===== config.mk =====
export PLATFORM = sky130hd
export DESIGN_NAME = seq_rotate_left_flat
export DESIGN_NICKNAME = d
export VERILOG_FILES = /design/src/rtl/seq_rotate_left_pkg.sv /design/src/rtl/seq_rotate_left_if.sv /design/src/rtl/seq_rotate_left_rotl1.sv /design/src/rtl/seq_rotate_left.sv /design/src/flat_wrapper.sv
export SDC_FILE = /design/constraint.sdc
export NUM_CORES = 1
export LEC_CHECK = 0
export ABC_AREA = 1
export CAP_MARGIN = 20
export CORE_UTILIZATION = 25
export DETAILED_ROUTE_END_ITERATION = 8
export GPL_ROUTABILITY_DRIVEN = 0
export GPL_TIMING_DRIVEN = 0
export HOLD_SLACK_MARGIN = 0.08
export PLACE_DENSITY = 0.57
export SYNTH_ARGS = -nofsm -noshare
export SYNTH_HDL_FRONTEND = slang
export SYNTH_SLANG_ARGS = --single-unit

===== constraint.sdc =====
create_clock -name clk -period 2.1 [get_ports clk]
set_clock_uncertainty 0.15 [all_clocks]
set_input_delay 0.42 -clock clk [delete_from_list [all_inputs] [get_ports clk]]
set_output_delay 0.42 -clock clk [all_outputs]
set_load 0.03 [all_outputs]

===== src/rtl/seq_rotate_left_pkg.sv =====
// Shared definitions for the sequential rotate-left block.
// Contents: FSM state encoding (IDLE/SHIFT/DONE) and default data geometry.
// The unused state code 2'd3 is not named; the FSM treats it as IDLE-bound.
package seq_rotate_left_pkg;

  localparam int DEF_WIDTH = 4;
  localparam int DEF_SHW   = 2;

  typedef enum logic [1:0] {
    ST_IDLE  = 2'd0,
    ST_SHIFT = 2'd1,
    ST_DONE  = 2'd2
  } state_t;

endpackage


===== src/rtl/seq_rotate_left_if.sv =====
// Request/result bundle of the sequential rotate-left block.
// Signals:
//   start  request, sampled only while busy is low
//   W      rotated input word, captured with an accepted start
//   S      rotate-left amount, captured with an accepted start
//   Y      restored word, valid from the done pulse until the next accepted start
//   busy   high while an operation is in flight (SHIFT and DONE)
//   done   one-cycle pulse marking Y valid
// master = requester side, slave = rotate engine side.
interface seq_rotate_left_if #(
  parameter int WIDTH = seq_rotate_left_pkg::DEF_WIDTH,
  parameter int SHW   = seq_rotate_left_pkg::DEF_SHW
);

  logic             start;
  logic [WIDTH-1:0] W;
  logic [SHW-1:0]   S;
  logic [WIDTH-1:0] Y;
  logic             busy;
  logic             done;

  modport master (
    output start, W, S,
    input  Y, busy, done
  );

  modport slave (
    input  start, W, S,
    output Y, busy, done
  );

endinterface


===== src/rtl/seq_rotate_left_rotl1.sv =====
// Single-bit rotate-left slice: the only rotate hardware in the block.
// Ports:
//   d  input word
//   q  d rotated left by one position (MSB wraps into LSB)
module seq_rotate_left_rotl1 #(
  parameter int WIDTH = 4
) (
  input  logic [WIDTH-1:0] d,
  output logic [WIDTH-1:0] q
);

  assign q = {d[WIDTH-2:0], d[WIDTH-1]};

endmodule


===== src/rtl/seq_rotate_left.sv =====
// Sequential rotate-left: undoes a rotate-right by rotating the captured word
// left one bit per clock, S times, then pulses done with the result on Y.
// Ports:
//   clk  clock, rising edge
//   rst  asynchronous active-high reset (abandons any in-flight operation)
//   bus  seq_rotate_left_if slave: start/W/S in, Y/busy/done out
// busy and done are decoded from the state register only.
module seq_rotate_left
  import seq_rotate_left_pkg::*;
#(
  parameter int WIDTH = DEF_WIDTH,
  parameter int SHW   = DEF_SHW
) (
  input  logic               clk,
  input  logic               rst,
  seq_rotate_left_if.slave   bus
);

  state_t           state;
  state_t           state_nxt;
  logic [WIDTH-1:0] y;
  logic [WIDTH-1:0] y_rot;
  logic [SHW-1:0]   cnt;
  logic             busy;
  logic             done;

  seq_rotate_left_rotl1 #(.WIDTH(WIDTH)) u_rotl1 (
    .d (y),
    .q (y_rot)
  );

  always_ff @(posedge clk or posedge rst) begin
    if (rst) begin
      state <= ST_IDLE;
    end else begin
      state <= state_nxt;
    end
  end

  always_comb begin
    state_nxt = state;
    busy      = 1'b0;
    done      = 1'b0;
    case (state)
      ST_IDLE: begin
        if (bus.start) begin
          state_nxt = ST_SHIFT;
        end
      end
      ST_SHIFT: begin
        busy = 1'b1;
        // The zero count exits here, so the decrement below never wraps.
        if (cnt == '0) begin
          state_nxt = ST_DONE;
        end
      end
      ST_DONE: begin
        busy      = 1'b1;
        done      = 1'b1;
        state_nxt = ST_IDLE;
      end
      default: begin
        state_nxt = ST_IDLE;
      end
    endcase
  end

  // Datapath: capture in IDLE, one rotate per SHIFT cycle while count remains.
  always_ff @(posedge clk or posedge rst) begin
    if (rst) begin
      y   <= '0;
      cnt <= '0;
    end else begin
      case (state)
        ST_IDLE: begin
          if (bus.start) begin
            y   <= bus.W;
            cnt <= bus.S;
          end
        end
        ST_SHIFT: begin
          if (cnt != '0) begin
            y   <= y_rot;
            cnt <= cnt - SHW'(1);
          end
        end
        default: begin
        end
      endcase
    end
  end

  assign bus.Y    = y;
  assign bus.busy = busy;
  assign bus.done = done;

endmodule

===== src/flat_wrapper.sv =====
// flat-port wrapper written by rule: the top's interface ports become plain ports
module seq_rotate_left_flat import seq_rotate_left_pkg::*;
#(
  parameter int WIDTH = DEF_WIDTH,
  parameter int SHW   = DEF_SHW
)
  (clk, rst, bus_start, bus_W, bus_S, bus_Y, bus_busy, bus_done);
  seq_rotate_left_if #(.WIDTH(WIDTH), .SHW(SHW)) bus_i ();
  input  logic clk;
  input  logic rst;
  input wire logic [$bits(bus_i.start)-1:0] bus_start;
  input wire logic [$bits(bus_i.W)-1:0] bus_W;
  input wire logic [$bits(bus_i.S)-1:0] bus_S;
  output wire logic [$bits(bus_i.Y)-1:0] bus_Y;
  output wire logic [$bits(bus_i.busy)-1:0] bus_busy;
  output wire logic [$bits(bus_i.done)-1:0] bus_done;
  assign bus_i.start = bus_start;
  assign bus_i.W = bus_W;
  assign bus_i.S = bus_S;
  assign bus_Y = bus_i.Y;
  assign bus_busy = bus_i.busy;
  assign bus_done = bus_i.done;
  seq_rotate_left #(.WIDTH(WIDTH), .SHW(SHW)) u_core (.clk(clk), .rst(rst), .bus(bus_i));
endmodule

==> impl_metrics.env <==
export IMPL_required_ns=1.53
export IMPL_cts_resized=2
export IMPL_drt_wl_total_mm=1.09
export IMPL_rows=16
export IMPL_layout_min_cycle_time_ns=1.98
export IMPL_multi_input_area_um2=289
export IMPL_synth_fa_ha_area_share_pct=14.2
export IMPL_fin_nets=109
export IMPL_post_place_ws_ns=0.107
export IMPL_cp_end_kind="output port"
export IMPL_rsz0062_at_grt="false"
export IMPL_postCtsSetupBuffers=0
export IMPL_synth_nets=90
export IMPL_fillers=210
export IMPL_cts_root_buffer="clkbuf_4"
export IMPL_cts_hold_buf=0
export IMPL_synth_seq_cells=8
export IMPL_drt_iter0_drc=6
export IMPL_htreeDepth=1
export IMPL_busiest_layer="met1"
export IMPL_syn_inst=75
export IMPL_hpwl_um=842
export IMPL_synth_simple_area_share_pct=37.3
export IMPL_globalRouteMet3Util_pct=1.13
export IMPL_reg2reg_depth=6
export IMPL_cp_max_fo=4
export IMPL_cts_tree="done"
export IMPL_wire_per_inst_um=9.16
export IMPL_setup_slack_ns=0.119
export IMPL_path_class="flop to output port"
export IMPL_cts_max_path_buffers=2
export IMPL_fin_cells=119
export IMPL_post_route_util_pct=36.6
export IMPL_arrival_ns=1.41
export IMPL_die_area_um2=2310
export IMPL_io_buffer_count=14
export IMPL_grt_pass1_wl_mm=1.84
export IMPL_cellPowerDensity_nw_per_um2=1510
export IMPL_final_common_cell="nand2_1"
export IMPL_detail_route_antenna_nets=0
export IMPL_seq_area_frac_synth_pct=37.7
export IMPL_worst_setup_path_start_kind="flop"
export IMPL_rrSetupSlack_ns=0.58
export IMPL_use_met2_pct=16.2
export IMPL_clkTransAtPathRegs_ns=0.05
export IMPL_final_cell_mix="nand2_1, clkdlybuf4s50_1, inv_1"
export IMPL_hp_class="primary input to async pin"
export IMPL_via_per_inst=4.26
export IMPL_grt_pass1_vias=446
export IMPL_die_w_um=48.1
export IMPL_drv_cap=0
export IMPL_dp_cells=116
export IMPL_setup_viol_count_final=0
export IMPL_outcome="finished, final reports clean"
export IMPL_synth_top_family_by_area="simple AND/OR/NAND/NOR gates"
export IMPL_io_pins=15
export IMPL_seq_area_um2=200
export IMPL_insertion_delay_ns=0.26
export IMPL_synth_compound_area_share_pct=3.07
export IMPL_period_share_pct=94.3
export IMPL_syn_cell_area_um2=531
export IMPL_r2r_start="u_core.state[0]"
export IMPL_worst_slew_pin_slew_ns=0.311
export IMPL_clock_fmax_mhz=505
export IMPL_grt_start_max_net_pins=11
export IMPL_numCtsBuffers=3
export IMPL_muxShareOfSynthArea_pct=0
export IMPL_syn_to_final_growth_pct=36.6
export IMPL_grt_util_met1_pct=16.9
export IMPL_reg2reg_to="u_core.cnt[1]"
export IMPL_antenna_cells=0
export IMPL_avgSynthCellArea_um2=7.07
export IMPL_synth_warnings=0
export IMPL_tns_ns=0
export IMPL_synth_distinct_cells=10
export IMPL_firstDrtPassIters=4
export IMPL_relSlewSlack_pct=79.2
export IMPL_hold_viol=0
export IMPL_vias=507
export IMPL_grt_util_all_layers_pct=12.2
export IMPL_p_leak_uw=0.000405
export IMPL_antenna_found_initial=0
export IMPL_holdWs_ns=0.254
export IMPL_initial_core_util_pct=26.8
export IMPL_synthXorXnorAreaFrac_pct=0
export IMPL_core_um2=1980
export IMPL_drive_gt1_share_pct=7.61
export IMPL_drc=0
export IMPL_gr_total_overflow=0
export IMPL_fp_dieH_um=48.1
export IMPL_ir_worst_vdd_uv=506
export IMPL_cts_sinks=8
export IMPL_slew_violations=0
## metrics by stage
step | cell area (um^2) | total power (uW)
after floorplan | 531 | 789
after global routing | 724 | 1210
after detailed placement | 704 | 1000
after CTS | 724 | 1110
after global placement | 704 | 994
final | 724 | 1100
## sequential cells by signal (all words and copies together) (netlist names)
name / flops
u_core.state: 2
u_core.cnt: 2
u_core.bus.Y: 4
## synthesized netlist by cell type (all sizes together)
master  instances  area share [%]
o211ai          1             1.4
nand3           8             8.5
inv            11             7.8
dfrtp           8              38
o21ai           1             1.7
nand2          40              29
ha              6              14
## report_power, final
part | leakage, uW | switching [uW] | internal (uW)
registers | 0.000102 | 45.5 | 224
logic | 0.000290 | 455 | 251
clock network | 0.0000138 | 55.2 | 65.6
total | 0.000405 | 556 | 541
## worst max path at each step
stage | startpoint | end | slack (ns) | cells past startpoint
6_report | u_core.state[0] | bus_busy | 0.12 | 3
3_3_place_gp | u_core.state[0] | bus_busy | 0.12 | 3
5_1_grt | u_core.state[0] | bus_busy | 0.02 | 3
4_1_cts | u_core.state[0] | bus_busy | 0.10 | 3
2_1_floorplan | u_core.state[0] | bus_busy | 0.66 | 2
3_5_place_dp | u_core.state[0] | bus_busy | 0.11 | 3
## routing by layer
layer  wire (um)  up-vias
met5           0        -
met4          44        0
met3          23        5
met2         474       10
met1         549      228
li1            -      264
## final cells by class
class                           count  share of cell area (%)
Clock buffer                        3                    3.11
Multi-Input combinational cell     56                    39.9
Sequential cell                     8                    27.6
Tap cell                           27                    4.66
Inverter                           11                    5.70
Timing Repair Buffer               14                    19.0
## critical path, cell delays in order (launching register included)
cell and delay [ns]:
dfrtp_1 0.39, inv_1 0.10, ha_1 0.27, dlygate4sd2_1 0.39
## cell families after synthesis
family / count (synthesis)
and+or+nand+nor: 48
buffers and inverters: 11
DFF: 8
adders and majority gates: 6
AOI/OAI and AO/OA: 2
Power figures use the tool's default switching activity.
